### src/rtl/gs_pkg.sv
// Shared constants, FSM state type and helpers for the minifloat Goldschmidt sequencer.
// Minifloat format: {sign[7], exp[6:3] bias 7, frac[2:0] with hidden 1}.
package gs_pkg;

    localparam int SIGN_BIT = 7;
    localparam int EXP_MSB  = 6;
    localparam int EXP_LSB  = 3;
    localparam int FRAC_W   = 3;

    localparam logic [7:0] ONE_VAL      = 8'h38;
    localparam logic [6:0] MAX_FRAC_VAL = 7'h7F;

    // Denominator values treated as "close enough" to 1.0
    localparam logic [7:0] CVG_VAL_0 = 8'h38;
    localparam logic [7:0] CVG_VAL_1 = 8'h37;
    localparam logic [7:0] CVG_VAL_2 = 8'h36;
    localparam logic [7:0] CVG_VAL_3 = 8'h34;

    typedef enum logic [1:0] {
        IDLE = 2'd0,
        ITER = 2'd1,
        DONE = 2'd2
    } gs_state_e;

    function automatic logic is_converged(input logic [7:0] c);
        return (c == CVG_VAL_0) || (c == CVG_VAL_1) ||
               (c == CVG_VAL_2) || (c == CVG_VAL_3);
    endfunction

endpackage

### src/rtl/gs_seed_rom.sv
// Reciprocal seed exponent lookup for the Goldschmidt divider.
// Exponents outside the table return 4'b0000, which the sequencer treats as a range error.
module gs_seed_rom
    import gs_pkg::*;
(
    input  logic [3:0] i_exp,
    output logic [3:0] o_seed
);

    // Seed exponent roughly mirrors the divisor exponent around the bias.
    always_comb begin
        o_seed = 4'b0000;
        case (i_exp)
            4'b0111: o_seed = 4'b0111;
            4'b1000: o_seed = 4'b0110;
            4'b1001: o_seed = 4'b0101;
            4'b1010: o_seed = 4'b0100;
            4'b0110: o_seed = 4'b1000;
            4'b0101: o_seed = 4'b1001;
            4'b0100: o_seed = 4'b1010;
            default: o_seed = 4'b0000;
        endcase
    end

endmodule

### src/rtl/gs_iter_seq.sv
// Sequential Goldschmidt divider controller reusing one combinational iteration stage.
// Build option GS_EARLY_EXIT_EN: when defined, exits as soon as the denominator converges.
module gs_iter_seq
    import gs_pkg::*;
#(
    parameter int MAX_ITER = 3
) (
    input  logic       clk,
    input  logic       rst,
    input  logic       in_valid,
    output logic       in_ready,
    input  logic [7:0] in_a,
    input  logic [7:0] in_b,
    output logic [7:0] it_a,
    output logic [7:0] it_b,
    output logic [7:0] it_xi,
    input  logic [7:0] it_c,
    input  logic [7:0] it_d,
    input  logic [7:0] it_xinew,
    output logic       out_valid,
    input  logic       out_ready,
    output logic [7:0] out_q,
    output logic [2:0] out_iters,
    output logic       out_cvg,
    output logic       out_dz,
    output logic       out_rng
);

    localparam logic [2:0] MAX_ITER_C = 3'(MAX_ITER);

    gs_state_e  r_state;
    logic [2:0] r_cnt;
    logic       r_in_ready;
    logic       r_out_valid;
    logic [7:0] r_out_q;
    logic [2:0] r_out_iters;
    logic       r_out_cvg;
    logic       r_out_dz;
    logic       r_out_rng;
    logic [7:0] r_it_a;
    logic [7:0] r_it_b;
    logic [7:0] r_it_xi;

    logic [3:0] w_seed;
    logic [2:0] w_next_cnt;
    logic       w_cvg;
    logic       w_exit;
    logic       w_accept;

    gs_seed_rom u_seed_rom (
        .i_exp  (in_b[EXP_MSB:EXP_LSB]),
        .o_seed (w_seed)
    );

    assign w_accept   = in_valid && r_in_ready;
    assign w_next_cnt = r_cnt + 3'd1;
    assign w_cvg      = is_converged(it_c);

`ifdef GS_EARLY_EXIT_EN
    assign w_exit = w_cvg || (w_next_cnt == MAX_ITER_C);
`else
    assign w_exit = (w_next_cnt == MAX_ITER_C);
`endif

    // Controller FSM: accept, iterate through the stage, hold result until consumed.
    always_ff @(posedge clk) begin
        if (rst) begin
            r_state     <= IDLE;
            r_cnt       <= 3'd0;
            r_in_ready  <= 1'b1;
            r_out_valid <= 1'b0;
            r_out_q     <= 8'h00;
            r_out_iters <= 3'd0;
            r_out_cvg   <= 1'b0;
            r_out_dz    <= 1'b0;
            r_out_rng   <= 1'b0;
            r_it_a      <= 8'h00;
            r_it_b      <= 8'h00;
            r_it_xi     <= 8'h00;
        end else begin
            case (r_state)
                IDLE: begin
                    if (w_accept) begin
                        r_in_ready <= 1'b0;
                        r_out_cvg  <= 1'b0;
                        r_out_dz   <= 1'b0;
                        r_out_rng  <= 1'b0;
                        if (in_b == 8'h00) begin
                            r_out_q     <= {in_a[SIGN_BIT] ^ in_b[SIGN_BIT], MAX_FRAC_VAL};
                            r_out_dz    <= 1'b1;
                            r_out_iters <= 3'd0;
                            r_out_valid <= 1'b1;
                            r_state     <= DONE;
                        end else if (in_a == 8'h00) begin
                            r_out_q     <= 8'h00;
                            r_out_iters <= 3'd0;
                            r_out_valid <= 1'b1;
                            r_state     <= DONE;
                        end else if (w_seed == 4'b0000) begin
                            r_out_q     <= 8'h00;
                            r_out_rng   <= 1'b1;
                            r_out_iters <= 3'd0;
                            r_out_valid <= 1'b1;
                            r_state     <= DONE;
                        end else begin
                            // Stage inputs only move on a real division so specials leave them intact.
                            r_it_a  <= in_a;
                            r_it_b  <= in_b;
                            r_it_xi <= {1'b0, w_seed, {FRAC_W{1'b0}}};
                            r_cnt   <= 3'd0;
                            r_state <= ITER;
                        end
                    end
                end
                ITER: begin
                    r_cnt <= w_next_cnt;
                    if (w_exit) begin
                        r_out_q     <= it_d;
                        r_out_iters <= w_next_cnt;
                        r_out_cvg   <= w_cvg;
                        r_out_valid <= 1'b1;
                        r_state     <= DONE;
                    end else begin
                        r_it_xi <= it_xinew;
                    end
                end
                DONE: begin
                    if (out_ready) begin
                        r_out_valid <= 1'b0;
                        r_in_ready  <= 1'b1;
                        r_state     <= IDLE;
                    end
                end
                default: begin
                    r_out_valid <= 1'b0;
                    r_in_ready  <= 1'b1;
                    r_state     <= IDLE;
                end
            endcase
        end
    end

    assign in_ready  = r_in_ready;
    assign out_valid = r_out_valid;
    assign out_q     = r_out_q;
    assign out_iters = r_out_iters;
    assign out_cvg   = r_out_cvg;
    assign out_dz    = r_out_dz;
    assign out_rng   = r_out_rng;
    assign it_a      = r_it_a;
    assign it_b      = r_it_b;
    assign it_xi     = r_it_xi;

endmodule

### config.mk
export PLATFORM = sky130hd
export DESIGN_NAME = gs_iter_seq
export DESIGN_NICKNAME = d
export VERILOG_FILES = /design/src/rtl/gs_pkg.sv /design/src/rtl/gs_seed_rom.sv /design/src/rtl/gs_iter_seq.sv
export SDC_FILE = /design/constraint.sdc
export NUM_CORES = 1
export LEC_CHECK = 0
export ABC_AREA = 1
export ABC_CLOCK_PERIOD_IN_PS = 2050
export CORE_MARGIN = 2
export CORE_UTILIZATION = 40
export CTS_CLUSTER_SIZE = 24
export DETAILED_ROUTE_END_ITERATION = 16
export PLACE_DENSITY = 0.81
export SYNTH_ARGS = -nofsm -noshare
export SYNTH_HDL_FRONTEND = slang
export SYNTH_SLANG_ARGS = --single-unit
### constraint.sdc
create_clock -name clk -period 2.05 [get_ports clk]
set_clock_uncertainty 0.1 [all_clocks]
set_input_delay 0.3075 -clock clk [delete_from_list [all_inputs] [get_ports clk]]
set_output_delay 0.3075 -clock clk [all_outputs]
set_load 0.01 [all_outputs]
# After elaboration in Yosys (flattened, before gate mapping)
# Index checks and enable logic that the tools add are counted.
# classes
addsub	1
eq_ne	22
mux	47
bitwise_logic	5
n_reduce_logical	18
# op_table
cell	count
2-to-1 mux 8 bit	10
== test 8 x 6 -> 1 bit, second input constant	4
case mux 8 bit (2 select lines)	2
case mux 4 bit (7 select lines)	1
2-to-1 mux 3 bit	9
== test 4 x 3 -> 1 bit, second input constant	4
logical NOT 8 bit	2
inequality test 2 bit, second input constant	7
2-to-1 mux 1 bit	13
== test 4 bit, second input constant	3
2-to-1 mux 2 bit	6
case mux 3 bit (2 select lines)	2
AND reduction 5 bit	2
AND reduction 3 bit	3
AND reduction 4 bit	2
case mux 1 bit (3 select lines)	2
case mux 2 bit (3 select lines)	1
AND reduction 6 bit	1
logical NOT 4 bit	1
inequality test 4 bit, second input constant	1
NOT 1 bit	4
adder 3 x 1 -> 3 bit, second input constant	1
== test 3 x 2 -> 1 bit, second input constant	1
logical OR 1 bit	3
other kinds (8)	8
# word_totals
ff_bits	45
inputBits	44
out_inout_bits	40
wordCells	105

# Longest topological paths before layout
# Gate-level depths: netlist of the first run.
# depth
ltp_word	8
mapped_depth	11
mapped_depth_nobuf	10

# Cells and area by module
# A second synthesis of the first run with hierarchy kept.
# hier_totals
hier_cells	302
area_unflattened_um2	2237.1
# modules_own_cells
mod	instances	cells_per_inst	area_per_inst_um2	seq_area_each_um2
gs_iter_seq	1	283	2159.6	900.9
gs_seed_rom	1	19	77.6	0.0

# Worst setup path before layout of the first run
# No wires, ideal clock.
# synth_timing
path_kind	register to register
from	register r_cnt[0]
to	register r_it_xi[0] (netlist: it_xi[0])
setup_ps	113
t_arrival_ps	1308
required_ps	1837
setup_slack_ps	529
stages_incl_launch_ff	10
n_path_buf	0
synth_period_minus_slack_ps	1521
cell_sequence	dfxtp_1 -> ha_1 -> inv_1 -> nand2_1 -> nand3_1 -> nand2_1 -> nand2_1 -> nand2_1 -> nor2_1 -> nor2_1
# synth_via
elab_chain_len	4
# synth_lines
element	line_no	text
start, declared	gs_iter_seq.sv:32	logic [2:0] r_cnt;
start signal, assigned	gs_iter_seq.sv:116	r_cnt <= w_next_cnt;
adder 3 x 1 -> 3 bit	gs_iter_seq.sv:56	assign w_next_cnt = r_cnt + 3'd1;
== test 3 x 2 -> 1 bit	gs_iter_seq.sv:62	assign w_exit = (w_next_cnt == MAX_ITER_C);
inequality test 2 bit (no line)	n/a	
AND reduction 6 bit (no line)	n/a	
end signal, assigned	gs_iter_seq.sv:109	r_it_xi <= {1'b0, w_seed, {FRAC_W{1'b0}}};
end signal, assigned	gs_iter_seq.sv:124	r_it_xi <= it_xinew;
end, declared	gs_iter_seq.sv:42	logic [7:0] r_it_xi;
# No other way between the ends.
# A chain may end at the register's enable or synchronous reset.

# Worst setup path in the final report of the first run
# layout_timing
from	input port in_b[6]
to	register r_it_xi[4] (netlist: it_xi[4])
# layout_via
elab_chain_len	7
word_cells_on_any_way	18
cone_classes	9 x eq/ne; 6 x mux; 3 x reduce/logical
# layout_lines
element	line_no	text
start, declared	gs_iter_seq.sv:13	input logic [7:0] in_b,
== test 4 x 3 -> 1 bit or == test 4 bit (tied branches)	gs_seed_rom.sv:13	case (i_exp)
case mux 4 bit (7 select lines)	gs_seed_rom.sv:13	
2-to-1 mux 8 bit	gs_iter_seq.sv:99	end else if (w_seed == 4'b0000) begin
2-to-1 mux 8 bit	gs_iter_seq.sv:94	end else if (in_a == 8'h00) begin
2-to-1 mux 8 bit	gs_iter_seq.sv:88	if (in_b == 8'h00) begin
2-to-1 mux 8 bit	gs_iter_seq.sv:83	if (w_accept) begin
case mux 8 bit (2 select lines)	gs_iter_seq.sv:81	case (r_state)
# Several ways; a longest one is shown, not always the timed one. The select of a mux whose other input is x is not followed.

==> metrics, run 1 <==
outcome=completed; Clk Latency, worst-skew pair=a little under 0.3 ns; reg-to-reg startpoint=r_cnt[0]; final net count=467; WL/cell=about 11 microns; Final Setup Violations=0; Synth Register Bits=45; Core ar.=~0.0052 sq mm; Post-synth EDFFs=0; # Max-Cap Violations=0; DRT Pass-1 Iters=4; Antenna Cells=0; die area=approximately 0.006 sq mm; worst r2r dst=it_xi[4]; cell taking the most area after synthesis=dfxtp_1; dpl cells=484; Slew HR=between 70% and 80%; Min Hold Slack=about 0.37 ns; YS warnings=0; CTS tree=done; Hold Crit Class=reg2reg; Fin. Hold Viols=0; post-cts resize count=0; Crit Path Max Fanout=6; H-Tree Depth=2; Setup Buffers After CTS=0; worst r2r path cells=9; Hold EP=out_iters[2]; Max Fclk=548 MHz; Std-Cell Rows=26; CP Class=in2reg; Clock Tree Root=clkbuf_8; syn nets=between 300 and 400; RSZ-0062 raised after global routing=false; Starting Density=roughly 42%; asr flop ratio synth=0%; initial antenna violation count=0; Fillers=474; top cell type's share of synthesized area=about two fifths; hold_buf cts=0; Critical Path RT=2.14 ns; Syn-to-layout area delta=46.4%; count leader, synth=nor2_1; Fin Setup TNS=0 ns; Post-Route WL=5600 microns; share of cells above drive strength 1=under 10%; Critical Path Start Type=primary input; Clock Pin Slew Worst Setup and Hold Paths=roughly 0.080 ns; first-pass GRT wire length=roughly 9600 microns; CTS Buffer Depth=2; vias in the first global route=approximately 2.3k; Crit path arrival time=about 1.9 ns; final instance area=~0.0032 sq mm; GP Congestion=approximately 0.84; Max IR drop VDD=0.000293 V; CP endpoint kind=flip-flop; Top Family by Delay on Critical Path=simple AND/OR/NAND/NOR gates; top_reg_cell synth=dfxtp_1; Final Cycle Share=just under 90%; Leak=1.42 nW; register area share after synthesis=about two fifths; DRC viols=0; hold wc startpoint=out_iters[2]; dpl hpwl=between 4000 and 5000 microns; via/cell ratio=approximately 4.7; DRT iter0 DRCs=between 100 and 150; Buf/Inv on CP=3; total track usage=around a fifth; die height=between 70 and 80 microns; Port Buf Inserts=83; Largest stage delay, worst path=about 0.52 ns; ANT nets after route=0; GRT overflow=0; most used cell along the critical path=nand2_1; Synth area leaders=dfxtp_1 (41%), nor2_1 (15%), nand2_1 (14%); CTS Sinks=45; list of most frequent post-synthesis cells=nor2_1 (89), nand2_1 (80), dfxtp_1 (45), inv_1 (28), o21ai_0 (26); Cell Chain, Critical Path=clkdlybuf4s50_1 -> inv_2 -> nor2_2 -> buf_4 -> nand2_1 -> nand2_1 -> o21ai_0 -> nand2_1 -> nand2_1 -> nor2_1 -> nor2_1; post-layout min period=between 1.5 and 2 ns; R2R Setup Slk=between 0.2 and 0.25 ns; average size of a mapped cell=~6.6 sq um; placed cell areas=0.00311 sq mm; Syn Inst Count=roughly 330; total CTS buffers=5; largest net degree at the start of global routing=25; Power Dens Cells=slightly above 700 mW/mm^2; Critical Path Slowest Stage Cell=clkdlybuf4s50_1; I/O Pins=84; WHS Path Cells=2; final slew viol count=0; Distinct cells, synth=27; DR vias=roughly 2.3k; Synth Cell Area=~0.0022 sq mm; fin cells=~490; Die Wd=77.8 microns; Worst-Margin Slew=between 0.3 and 0.4 ns
[worst reg2reg max path: stages (launching register included)]
cell and delay (ns):
dfxtp_1 0.33, ha_1 0.21, inv_1 0.05, nand2_1 0.06
nand3_1 0.20, nand2_1 0.22, nand2_1 0.18, nand2_1 0.18
nor2_1 0.14, nor2_1 0.05
[through the flow]
stage | setup WS (ns) | total power, mW | utilization, %
global placement | -0.0240 | 1.77 | 60.1
CTS | 0.211 | 2.30 | 61.6
detailed placement | -0.0611 | 1.78 | 60.1
global route | 0.0281 | 2.43 | 61.6
finish | 0.226 | 2.28 | 61.6
floorplan | 0.529 | 1.44 | -
[how the worst max path moves through the flow]
| stage | from | endpoint | slack, ns | cells after the start |
|---|---|---|---|---|
| 2_1_floorplan | r_cnt[0] | it_xi[0] | 0.53 | 9 |
| 3_3_place_gp | in_b[6] | it_xi[4] | -0.02 | 11 |
| 3_5_place_dp | in_b[6] | it_xi[4] | -0.06 | 11 |
| 4_1_cts | r_cnt[0] | it_xi[4] | 0.21 | 9 |
| 5_1_grt | r_cnt[0] | it_xi[0] | 0.03 | 9 |
| 6_report | in_b[6] | it_xi[4] | 0.23 | 11 |
[cell usage in the layout (no fill, tap or decap)]
cell,n
a21oi_1,9
a21oi_2,2
buf_4,11
clkbuf_1,3
clkbuf_8,5
clkdlybuf4s50_1,83
dfxtp_1,45
ha_1,2
inv_1,28
inv_2,5
inv_4,1
nand2_1,80
nand2_2,3
nand3_1,16
nand3_2,1
nand4_1,3
nor2_1,89
nor2_2,2
nor2_4,1
nor2_8,1
nor3_1,1
o211ai_1,1
o21ai_0,26
o21ai_4,1
o21bai_1,1
or2_2,1
xnor2_1,1
[cells by family after synthesis]
group | synth area share, %
AND/OR/NAND/NOR | 37.5
AO/OA/AOI/OAI | 10.3
adder cells (fa/ha/maj) | 1.15
flip-flops | 41.4
buffers and inverters | 9.25
XOR/XNOR | 0.402
[sequential cells by signal (all words and copies together) (netlist names)]
name       count
it_a           8
r_state        2
it_xi          8
out_rng        1
out_valid      1
in_ready       1
out_dz         1
out_iters      3
out_q          8
it_b           8
out_cvg        1
r_cnt          3
[power by group]
group | internal, mW | switching (mW) | total [mW]
combinational | 0.363 | 0.369 | 0.732
sequential | 0.973 | 0.0587 | 1.03
clock | 0.242 | 0.278 | 0.520
total | 1.58 | 0.705 | 2.28
[metal layers]
metal / up-vias / share of wire [%] / global-route usage (%)
li1: 1202 / - / -
met1: 1036 / 44 / 23.0
met2: 83 / 46 / 33.5
met3: 11 / 8.1 / 5.58
met4: 0 / 1.7 / 6.79
met5: - / 0 / 0
[layout make-up]
| type | count | area [sq um] | area share, % |
|---|---|---|---|
| inverter | 34 | 130 | 4.08 |
| tap | 70 | 87.6 | 2.75 |
| sequential | 45 | 901 | 28.3 |
| clock buffer | 8 | 80.1 | 2.51 |
| multi-input combinational | 241 | 1070 | 33.7 |
| timing repair buffer | 94 | 913 | 28.7 |
(Power assumes the default switching activity.)
==> run 2: changes to the inputs <==
- CORE_ASPECT_RATIO: default -> 1.5
- RECOVER_POWER: default -> 25
==> run 2 against run 1 <==
Sequential power hardly changed. Via count fell by 2.0%. Clock power increased by 32%. Core utilization increased by 0.91 points. Total power up 6.9%.
==> metrics, run 2 (synthesis gave the netlist of run 1 again) <==
final net count=469 (was 467); Starting Density=41.8% (was 42.1%); post-layout min period=1.81 ns (was 1.82 ns); Core ar.=0.00520 sq mm (was 0.00517 sq mm); Critical Path RT=2.15 ns (was 2.14 ns); GRT met3 Usage=4.65% (was 5.58%); Port Buf Inserts=83 (unchanged); Max IR drop VDD=0.000447 V (was 0.000293 V); setup ws final=0.241 ns (was 0.226 ns); Post-Route WL=5480 microns (was 5600 microns); Hold Crit Class=reg2reg (unchanged); Fin Setup TNS=0 ns (unchanged); total area of multi-input combinational cells=0.00108 sq mm (was 0.00107 sq mm); hold_buf cts=0 (unchanged); GRT overflow=0 (unchanged); Syn-to-layout area delta=49.5% (was 46.4%); Max Fclk=553 MHz (was 548 MHz); most common cell after layout, fill and taps aside=nor2_1 (unchanged); share of cells above drive strength 1=9.43% (was 8.06%); dpl ws=-0.117 ns (was -0.0611 ns); Crit path arrival time=1.90 ns (was 1.92 ns); total CTS buffers=5 (unchanged); RSZ-0062 raised after global routing=false (unchanged); Clock Pin Slew Worst Setup and Hold Paths=0.08 ns (about the same); WL/cell=11.1 microns (was 11.4 microns); Clock Tree Root=clkbuf_8 (unchanged); GP Congestion=0.848 (was 0.844); ANT nets after route=0 (unchanged); Leak=1.50 nW (was 1.42 nW); total track usage=19.2% (was 19.5%); I/O Pins=84 (unchanged); via/cell ratio=4.64 (was 4.74); Fillers=481 (was 474); first-pass GRT wire length=9230 microns (was 9580 microns); dpl hpwl=4270 microns (was 4380 microns); Final Cycle Share=88.2% (was 89.0%); Fin. Hold Viols=0 (unchanged); Std-Cell Rows=32 (was 26); Critical Path Start Type=primary input (unchanged); most frequent cells in the layout=nor2_1 (89), nand2_1 (79), clkdlybuf4s50_1 (68) (was nor2_1 (89), clkdlybuf4s50_1 (83), nand2_1 (80)); Setup Buffers After CTS=0 (unchanged); final instance area=0.00325 sq mm (was 0.00319 sq mm); initial antenna violation count=0 (unchanged); Clk Latency, worst-skew pair=0.29 ns (about the same); Power Dens Cells=750 mW/mm^2 (was 716 mW/mm^2); CTS Buffer Depth=2 (unchanged); CTS tree=done (unchanged); Final Setup Violations=0 (unchanged); Final Util=62.5% (was 61.6%); DRT iter0 DRCs=132 (was 105); met1 Use GR=20.0% (was 23.0%); die height=94.4 microns (was 77.8 microns); die area=0.00606 sq mm (was 0.00605 sq mm); Slew HR=75.3% (was 76.3%); Worst-Margin Slew=0.370 ns (was 0.354 ns); DRT Pass-1 Iters=4 (unchanged); DRC viols=0 (unchanged); H-Tree Depth=2 (unchanged); DR vias=2285 (was 2332); # Max-Cap Violations=0 (unchanged); Min Hold Slack=0.351 ns (was 0.371 ns); vias in the first global route=2181 (was 2283); CP Class=in2reg (unchanged); largest net degree at the start of global routing=21 (was 25); final slew viol count=0 (unchanged); busiest grt layer=met2 (unchanged); CTS Sinks=45 (unchanged); Crit Path Max Fanout=6 (unchanged); Die Wd=64.2 microns (was 77.8 microns); Antenna Cells=0 (unchanged); Reg area=901 sq um (unchanged); outcome=completed (unchanged); CP endpoint kind=flip-flop (unchanged); placed cell areas=0.00313 sq mm (was 0.00311 sq mm); GR Layer Usage met2=35.2% (was 33.5%)
## run 2: cell count changes in the layout (fill, tap and decap cells not counted)
cell	change
buf_12	+1
nand2_1	-1
bufinv_16	+1
clkdlybuf4s50_1	-15
dlygate4sd3_1	+15
clkbuf_8	+1
buf_4	+1
clkinvlp_4	+1
nand2_2	+1
clkbuf_1	-3
## run 2: through the flow
step                      instances  total power, mW
after floorplan                 331             1.44
after global placement          484             1.78
after detailed placement        484             1.79
after CTS                       492             2.48
after global routing            492             2.60
final                           492             2.44
## run 2: power by group
group | leakage (nW) | internal (mW) | total (mW) | switching (mW)
clock network | 0.0574 | 0.396 | 0.685 | 0.288
logic | 1.07 | 0.358 | 0.726 | 0.368
registers | 0.368 | 0.972 | 1.03 | 0.0572
## run 2: final timing paths
path | startpoint | to | slack (ns) | depth (start not counted)
hold reg to reg | out_iters[2] | out_iters[2] | 0.35 | 2
setup reg to reg | r_state[0] | out_q[0] | 0.25 | 8
setup / recovery | in_b[4] | it_xi[2] | 0.24 | 10
hold / removal | out_iters[2] | out_iters[2] | 0.35 | 2
## run 2: routing by layer
| layer | vias up | share of wire (%) |
|---|---|---|
| met3 | 13 | 5.9 |
| met1 | 991 | 41 |
| met4 | 0 | 2.4 |
| li1 | 1202 | - |
| met5 | - | 0 |
| met2 | 79 | 51 |
## run 2: final cells by class
| cell class | count | area share (%) |
|---|---|---|
| sequential | 45 | 27.7 |
| inverter | 34 | 4.00 |
| tap | 68 | 2.61 |
| timing repair buffer | 96 | 28.9 |
| clock inverter | 2 | 1.15 |
| clock buffer | 6 | 2.54 |
| multi-input combinational | 241 | 33.1 |
## run 2: timing repair
item / 4_1_cts / 5_1_grt
gates resized for setup: 0 / 1
hold endpoints to repair: 0 / 0
endpoints found under the setup margin: 0 / 3
## run 2: worst max-delay path, cell delays in order
cell and delay, ns:
dlygate4sd3_1 0.59, nand2_1 0.13, buf_4 0.13, nand2_1 0.09, nand2_1 0.09, o21ai_0 0.08
nand2_1 0.17, nand2_2 0.14, nor2_1 0.13, nor2_1 0.06
==> run 3: changes to the inputs <==
==> constraint.sdc (replaced) <==
create_clock -name clk -period 2.05 [get_ports clk]
set_clock_uncertainty 0.1 [all_clocks]
set_input_delay 0.41 -clock clk [delete_from_list [all_inputs] [get_ports clk]]
set_output_delay 0.41 -clock clk [all_outputs]
set_load 0.01 [all_outputs]
==> run 3 against run 2 <==
Non-clock buffer count up 5. Sequential share of layout area is essentially flat. Largest power group unchanged. Total power decreased by 5.9%. Flip-flop and latch count stayed put. Highest routed layer unchanged. Largest cell class unchanged. Via count rose by 1.2%. Maximum frequency shrank 2.8%.
==> metrics, run 3 (synthesis gave the netlist of run 1 again) <==
post-cts resize count=0 (unchanged); CP endpoint kind=flip-flop (unchanged); Max Fclk=537 MHz (was 553 MHz); dpl cells=489 (was 484); Critical Path Start Type=primary input (unchanged); ANT nets after route=0 (unchanged); Std-Cell Rows=32 (unchanged); DRT Pass-1 Iters=4 (unchanged); WL/cell=11.0 microns (was 11.1 microns); post-layout min period=1.86 ns (was 1.81 ns); GRT overflow=0 (unchanged); dpl hpwl=4250 microns (was 4270 microns); Final Cycle Share=90.8% (was 88.2%); setup ws final=0.189 ns (was 0.241 ns); die area=0.00606 sq mm (unchanged); share of cells above drive strength 1=9.56% (was 9.43%); DRT iter0 DRCs=101 (was 132); dpl ws=-0.104 ns (was -0.117 ns); Fin. Hold Viols=0 (unchanged); Final Setup Violations=0 (unchanged); largest net degree at the start of global routing=29 (was 21); Syn-to-layout area delta=49.3% (was 49.5%); Worst-Margin Slew=0.361 ns (was 0.370 ns); DRC viols=0 (unchanged); Clock Tree Root=clkbuf_8 (unchanged); Post-Route WL=5460 microns (was 5480 microns); hold_buf cts=0 (unchanged); vias in the first global route=2244 (was 2181); final net count=474 (was 469); Crit path arrival time=1.96 ns (was 1.90 ns); I/O Pins=84 (unchanged); fin cells=497 (was 492); CTS Buffer Depth=2 (unchanged); total CTS buffers=5 (unchanged); H-Tree Depth=2 (unchanged); # Max-Cap Violations=0 (unchanged); Die Wd=64.2 microns (unchanged); Clk Latency, worst-skew pair=0.30 ns (was 0.29 ns); Antenna Cells=0 (unchanged); Crit Path Max Fanout=20 (was 6); Power Dens Cells=707 mW/mm^2 (was 750 mW/mm^2); outcome=completed (unchanged); Leak=1.51 nW (was 1.50 nW); CTS tree=done (unchanged); DR vias=2313 (was 2285); Min Hold Slack=0.347 ns (was 0.351 ns); die height=94.4 microns (unchanged); CTS Sinks=45 (unchanged); Clock Pin Slew Worst Setup and Hold Paths=0.08 ns (about the same); Core ar.=0.00520 sq mm (unchanged); initial antenna violation count=0 (unchanged); first-pass GRT wire length=9290 microns (was 9230 microns); GP Congestion=0.804 (was 0.848); via/cell ratio=4.65 (was 4.64); final slew viol count=0 (unchanged); most common cell after layout, fill and taps aside=nor2_1 (unchanged); Fillers=507 (was 481); Final Util=62.4% (was 62.5%); Setup Buffers After CTS=0 (unchanged); most frequent cells in the layout=nor2_1 (89), nand2_1 (80), clkdlybuf4s50_1 (65) (was nor2_1 (89), nand2_1 (79), clkdlybuf4s50_1 (68)); Slew HR=75.9% (was 75.3%); Critical Path RT=2.15 ns (about the same); CP Class=in2reg (unchanged); RSZ-0062 raised after global routing=false (unchanged); Max IR drop VDD=0.000369 V (was 0.000447 V); Hold Crit Class=reg2reg (unchanged); PnR Total Power=2.30 mW (was 2.44 mW); Starting Density=41.8% (unchanged); total track usage=19.1% (was 19.2%); Port Buf Inserts=83 (unchanged)
## run 3: cell types whose count changed in the layout (fill, tap and decap cells not counted), sizes merged
cell / change
buf: +5
dlygate4sd3: +3
bufinv: -1
clkbuf: +2
clkinvlp: -1
clkdlybuf4s50: -3
## run 3: metrics by stage
step	instance area, sq um	setup TNS, ns
floorplan	2180	0
global placement	3170	-0.658
detailed placement	3170	-2.05
CTS	3250	0
global route	3250	0
finish	3250	0
## run 3: worst max-delay path, cell delays in order
cell	delay [ns]
clkdlybuf4s50_1	0.52
inv_2	0.06
nor2_2	0.11
a21oi_2	0.08
nor2_2	0.16
nand2_1	0.11
nand2_2	0.30
nand2_1	0.09
nand2_1	0.07
nor2_1	0.04
## run 3: path summary, 6_finish.rpt
path	slack (ns)	endpoint	cells past startpoint	from
max reg2reg	0.25	out_q[0]	7	r_state[0]
min	0.35	out_iters[2]	2	out_iters[2]
min reg2reg	0.35	out_iters[2]	2	out_iters[2]
max	0.19	out_q[7]	10	in_b[6]
## run 3: layer usage
| metal | vias up | global-route usage [%] | routed length (microns) |
|---|---|---|---|
| li1 | 1218 | - | - |
| met4 | 0 | 7.62 | 111 |
| met2 | 59 | 36.4 | 2880 |
| met3 | 9 | 4.29 | 287 |
| met5 | - | 0 | 0 |
| met1 | 1027 | 19.9 | 2180 |
## run 3: final cells by class
| class | count | area [sq um] | area share [%] |
|---|---|---|---|
| sequential | 45 | 901 | 27.7 |
| multi-input combinational | 241 | 1070 | 33.1 |
| clock buffer | 8 | 80.1 | 2.46 |
| timing repair buffer | 101 | 978 | 30.1 |
| inverter | 34 | 130 | 4.00 |
| tap | 68 | 85.1 | 2.62 |
## run 3: power breakdown
| group | internal (mW) | switching (mW) |
|---|---|---|
| sequential | 0.972 | 0.0570 |
| clock | 0.243 | 0.289 |
| combinational | 0.370 | 0.366 |
